## src/rtl/mult13x8_pkg.sv

```systemverilog
// mult13x8_pkg: shared constants for the 13x8 carry-save multiplier.
//   A_W     - multiplicand width
//   B_W     - multiplier width (one partial-product row per bit)
//   P_W     - product / carry-save vector width
//   LATENCY - clock edges from operand sampling to result on out1/out2
// Build option: MULT13X8_IN_REG_EN adds an operand register stage (latency 2).
package mult13x8_pkg;

    localparam int unsigned A_W = 13;
    localparam int unsigned B_W = 8;
    localparam int unsigned P_W = 21;

`ifdef MULT13X8_IN_REG_EN
    localparam int unsigned LATENCY = 2;
`else
    localparam int unsigned LATENCY = 1;
`endif

endpackage

```

## src/rtl/csa_fa.sv

```systemverilog
// csa_fa: 1-bit full adder used as the 3:2 compressor cell of the reduction tree.
// Ports:
//   a, b, ci - three bits of equal weight
//   s        - sum bit (same weight)
//   co       - carry bit (next weight up)
module csa_fa (
    input  logic a,
    input  logic b,
    input  logic ci,
    output logic s,
    output logic co
);

    logic ab_x;

    assign ab_x = a ^ b;
    assign s    = ab_x ^ ci;
    assign co   = (a & b) | (ci & ab_x);

endmodule

```

## src/rtl/mult13x8.sv

```systemverilog
// mult13x8: unsigned 13x8 multiplier producing A*B in carry-save form.
// The consumer forms the product as out1 + out2; there is no final adder here.
// Ports:
//   clk  - clock, all state updates on the rising edge
//   rst  - synchronous active-high reset, clears every register
//   A    - 13-bit unsigned multiplicand
//   B    - 8-bit unsigned multiplier
//   out1 - 21-bit registered sum vector
//   out2 - 21-bit registered carry vector (bit 0 always 0)
// Build option: MULT13X8_IN_REG_EN registers A/B before the tree (latency 2,
// otherwise latency 1). Results are identical either way.
module mult13x8
    import mult13x8_pkg::*;
(
    input  logic           clk,
    input  logic           rst,
    input  logic [A_W-1:0] A,
    input  logic [B_W-1:0] B,
    output logic [P_W-1:0] out1,
    output logic [P_W-1:0] out2
);

    // Operand stage
    logic [A_W-1:0] a_op;
    logic [B_W-1:0] b_op;

`ifdef MULT13X8_IN_REG_EN
    logic [A_W-1:0] a_q;
    logic [B_W-1:0] b_q;

    always_ff @(posedge clk) begin
        if (rst) begin
            a_q <= '0;
            b_q <= '0;
        end else begin
            a_q <= A;
            b_q <= B;
        end
    end

    assign a_op = a_q;
    assign b_op = b_q;
`else
    assign a_op = A;
    assign b_op = B;
`endif

    // Partial products: row i is (A AND B[i]) << i
    logic [P_W-1:0] pp [B_W];

    for (genvar i = 0; i < B_W; i++) begin : g_pp
        assign pp[i] = {{(P_W-A_W){1'b0}}, a_op & {A_W{b_op[i]}}} << i;
    end

    // Reduction tree, 8 rows -> 2 in four 3:2 levels:
    //   L1: (pp0,pp1,pp2) (pp3,pp4,pp5)            -> 4 rows, pp6/pp7 pass
    //   L2: (s0,c0,s1)    (c1,pp6,pp7)             -> 4 rows
    //   L3: (s0,c0,s1)                              -> 3 rows with c1 passing
    //   L4: (s,c,c1 of L2)                          -> final sum/carry
    // Each compressor works mod 2^21: the MSB column keeps only its sum bit,
    // since its carry would land at weight 2^21.
    logic [P_W-1:0] lv1_s [2];
    logic [P_W-1:0] lv1_c [2];
    logic [P_W-1:0] lv2_in [6];
    logic [P_W-1:0] lv2_s [2];
    logic [P_W-1:0] lv2_c [2];
    logic [P_W-1:0] lv3_s;
    logic [P_W-1:0] lv3_c;
    logic [P_W-1:0] sum_d;
    logic [P_W-1:0] carry_d;

    for (genvar j = 0; j < 2; j++) begin : g_lv1
        logic [P_W-2:0] co;
        for (genvar k = 0; k < P_W-1; k++) begin : g_bit
            csa_fa u_fa (
                .a  (pp[3*j][k]),
                .b  (pp[3*j+1][k]),
                .ci (pp[3*j+2][k]),
                .s  (lv1_s[j][k]),
                .co (co[k])
            );
        end
        assign lv1_s[j][P_W-1] = pp[3*j][P_W-1] ^ pp[3*j+1][P_W-1] ^ pp[3*j+2][P_W-1];
        assign lv1_c[j]        = {co, 1'b0};
    end

    assign lv2_in[0] = lv1_s[0];
    assign lv2_in[1] = lv1_c[0];
    assign lv2_in[2] = lv1_s[1];
    assign lv2_in[3] = lv1_c[1];
    assign lv2_in[4] = pp[6];
    assign lv2_in[5] = pp[7];

    for (genvar j = 0; j < 2; j++) begin : g_lv2
        logic [P_W-2:0] co;
        for (genvar k = 0; k < P_W-1; k++) begin : g_bit
            csa_fa u_fa (
                .a  (lv2_in[3*j][k]),
                .b  (lv2_in[3*j+1][k]),
                .ci (lv2_in[3*j+2][k]),
                .s  (lv2_s[j][k]),
                .co (co[k])
            );
        end
        assign lv2_s[j][P_W-1] =
            lv2_in[3*j][P_W-1] ^ lv2_in[3*j+1][P_W-1] ^ lv2_in[3*j+2][P_W-1];
        assign lv2_c[j] = {co, 1'b0};
    end

    logic [P_W-2:0] lv3_co;

    for (genvar k = 0; k < P_W-1; k++) begin : g_lv3
        csa_fa u_fa (
            .a  (lv2_s[0][k]),
            .b  (lv2_c[0][k]),
            .ci (lv2_s[1][k]),
            .s  (lv3_s[k]),
            .co (lv3_co[k])
        );
    end
    assign lv3_s[P_W-1] = lv2_s[0][P_W-1] ^ lv2_c[0][P_W-1] ^ lv2_s[1][P_W-1];
    assign lv3_c        = {lv3_co, 1'b0};

    logic [P_W-2:0] lv4_co;

    for (genvar k = 0; k < P_W-1; k++) begin : g_lv4
        csa_fa u_fa (
            .a  (lv3_s[k]),
            .b  (lv3_c[k]),
            .ci (lv2_c[1][k]),
            .s  (sum_d[k]),
            .co (lv4_co[k])
        );
    end
    assign sum_d[P_W-1] = lv3_s[P_W-1] ^ lv3_c[P_W-1] ^ lv2_c[1][P_W-1];
    assign carry_d      = {lv4_co, 1'b0};

    // Output register
    logic [P_W-1:0] sum_q;
    logic [P_W-1:0] carry_q;

    always_ff @(posedge clk) begin
        if (rst) begin
            sum_q   <= '0;
            carry_q <= '0;
        end else begin
            sum_q   <= sum_d;
            carry_q <= carry_d;
        end
    end

    assign out1 = sum_q;
    assign out2 = carry_q;

endmodule

```

## config.mk

```make
export PLATFORM = sky130hd
export DESIGN_NAME = mult13x8
export DESIGN_NICKNAME = d
export VERILOG_FILES = /design/src/rtl/mult13x8_pkg.sv /design/src/rtl/csa_fa.sv /design/src/rtl/mult13x8.sv
export SDC_FILE = /design/constraint.sdc
export NUM_CORES = 1
export LEC_CHECK = 0
export ABC_AREA = 1
export CAP_MARGIN = 20
export CORE_ASPECT_RATIO = 0.8
export CORE_MARGIN = 2
export CORE_UTILIZATION = 53
export CTS_CLUSTER_DIAMETER = 80
export DETAILED_ROUTE_END_ITERATION = 6
export HOLD_SLACK_MARGIN = 0.03
export MAX_ROUTING_LAYER = met4
export PLACE_DENSITY = 0.82
export SLEW_MARGIN = 25
export SYNTH_ARGS = -nofsm -noshare
export SYNTH_HDL_FRONTEND = slang
export SYNTH_SLANG_ARGS = --single-unit
export TNS_END_PERCENT = 5
```

## constraint.sdc

```tcl
create_clock -name clk -period 4.13 [get_ports clk]
set_input_delay 0.826 -clock clk [delete_from_list [all_inputs] [get_ports clk]]
set_output_delay 0.826 -clock clk [all_outputs]
set_load 0.01 [all_outputs]
```

==> results of run 1 <==
[synthesized netlist by cell type, drive strengths merged]
cell type,instances
ha,15
buf,30
nor2,36
inv,119
dfxtp,36
fa,68
clkbuf,1
nand2,104
conb,1
[critical path, stage by stage]
cell	delay [ps]
clkdlybuf4s50_1	740
nand2_1	180
fa_1	560
fa_1	510
inv_1	60
fa_1	520
fa_1	560
inv_1	40
nor2_1	70
[routing by layer]
metal | up-vias | track usage, %
met5 | - | -
li1 | 1201 | -
met3 | 12 | 5.64
met1 | 1218 | 26.7
met2 | 91 | 40.2
met4 | 0 | 6.96
[layout make-up]
class	count	area (µm²)	share of cell area (%)
multi-input cells	229	2100	50.3
flip-flops and latches	36	721	17.2
repair buffers	73	693	16.6
inverters	119	447	10.7
well taps	84	105	2.51
clock buffers	5	68.8	1.65
clock inverters	3	42.5	1.02
[flip-flops by register name, summed over array words and instances (netlist names)]
name / flops
out2: 16
out1: 20
[cells by family (layout without fill, tap and decap cells)]
group	Yosys count	count (layout)	synth area share (%)
simple gates	140	140	15.4
flops	36	36	20.9
buf+inv	150	200	18.8
other cells	1	6	0.109
fa+ha+maj	83	83	44.9
[how the worst max path moves through the flow]
stage                     start  endpoint  depth (start not counted)
final                      B[3]  out1[12]                          9
after global routing       B[5]  out1[11]                          9
after CTS                  B[3]  out1[12]                          9
after detailed placement   B[5]  out1[11]                          9
after global placement     B[0]  out1[12]                          9
after floorplan            B[2]   out1[7]                          9
[power breakdown]
part	internal [µW]	switching, µW	total, µW
logic	384	404	789
clock network	179	139	317
registers	429	18.7	447
total	992	562	1550
[through the flow]
stage	std cells	total power, µW	TNS [ps]
after global placement	541	1210	0
after CTS	549	1580	0
final	549	1550	0
after floorplan	415	961	0
after global routing	549	1710	0
after detailed placement	541	1260	-12.9
[cell usage in the layout, fill, tap and decap left out]
cell type and count:
buf_4 15, bufinv_16 1, clkbuf_8 5, clkdlybuf4s50_1 58, clkinv_2 1, clkinvlp_4 1
conb_1 6, dfxtp_1 36, fa_1 68, ha_1 15, inv_1 119, nand2_1 104
nor2_1 34, nor2_2 2
==> results by group, run 1 <==
Route
  • DRT antenna net count: 0
  • Wirelength per Cell: 12.5 µm
  • Top Metal Used: met4
  • Met3 WL: 416 µm
  • Total Wirelength: between 6000 and 7000 µm
  • Met2 WL post-DR: 3720 µm
  • Post-Route M1 WL: 2610 µm
  • Vias per inst: 4.59
  • Via count: 2522
  • DRT iter0 DRCs: 109
  • DRC: 0
  • First-pass DRT Iterations: 4

Synthesis
  • Mean Syn Cell Area: roughly 8.4 µm²
  • Top cell type's share of synthesized area: 39.4%
  • Flops & latches, synth: 36
  • Distinct cell type count after synthesis: 12
  • Synth Instances: 410
  • Synth Cell Area: 0.00345 mm²
  • Number of synthesis warnings: 0
  • Top cells by area, synth: fa_1, dfxtp_1, inv_1
  • Post-synthesis sequential area ratio: 20.9%
  • Leading area contributor after synthesis: fa_1

GRT
  • Initial antenna violation count: 0
  • First-pass GRT wire length: about 13000 µm
  • Largest net degree at the start of global routing: 37
  • Global Route Usage Sum: 23.2%
  • Grt total ovfl: 0
  • Vias in the first global route: 2812

CTS
  • PostCTS Resize Cnt: 0
  • Clock Sinks: 36
  • CTS Buf Count: 5
  • CTS Hold Bufs: 0
  • CTS Root Buffer Type: clkbuf_8
  • Setup Fix Bufs, Post-CTS: 0
  • Clock tree buffer depth: 2
  • CTS tree: built
  • Clock transition at path regs: 70 ps
  • H-Tree Level Count: 2

STA
  • Slew @ Worst Pin: roughly 560 ps
  • Final setup fails: 0
  • Tcrit/Tclk final: between 90 and 100%
  • RSZ-0062 raised after global routing: no
  • FMAX: 0.260 GHz
  • WHS: 1300 ps
  • Fin. Hold Viols: 0
  • Max-slew violation count: 0
  • Min Tclk post-route: 3840 ps
  • PnR worst setup slack: roughly 290 ps
  • Slew HR: between 60% and 70%

Die
  • Core Region: 0.00634 mm²
  • Rows: 26
  • Initial core utilization: 54.4%
  • DIE WIDTH: 94.2 µm
  • Die height: 76.2 µm
  • Io pins: 65
  • Die area: 0.00718 mm²

Worst setup path
  • CP arrival: approximately 4100 ps
  • Critical path class: input pin to register
  • CP Launch Type: input pin
  • Endpoint type of the worst setup path: register
  • Crit path max fanout: 10
  • CP required: 4370 ps

Layout
  • Share of cells above drive strength 1: 5.38%
  • Final nets: 570
  • Fillers: 517
  • Final instance area: 0.00418 mm²
  • ANT cells: 0
  • Post-Route Utilization: around two thirds
  • Area delta synth->final: 21.1%

Place
  • Gpl congestion: 0.939
  • Pre-CTS setup slack: -12.9 ps
  • Placed Area: just over 0.004 mm²
  • Post-DP HPWL: about 5500 µm
  • Number of port buffers: 58

Run
  • Max-Cap Viols: 0

Pwr
  • LEAKAGE: 0.00231 µW
  • Power per Cell Area: 372 mW/mm²
  • Worst vdd rail ir drop: 0.246 mV

Hold path
  • WHS Path Cells: 3
  • Hold EP: out1[0]
  • Min-delay worst type: input pin to register
  • Hold_sp: A[0]

Run status
  • Outcome: complete, no violations
No activity file was read; power rests on OpenSTA's default activity.
==> run 2: changes to the inputs <==
GPL_ROUTABILITY_DRIVEN = 1   (was not set)
==> results of run 2 <==
The final DEF is identical to that of run 1; final timing and power are the same.
==> run 3: changes to the inputs <==
CAP_MARGIN = not set   (was 20)
==> results of run 3 <==
The final DEF is identical to that of run 1; final timing and power are the same.
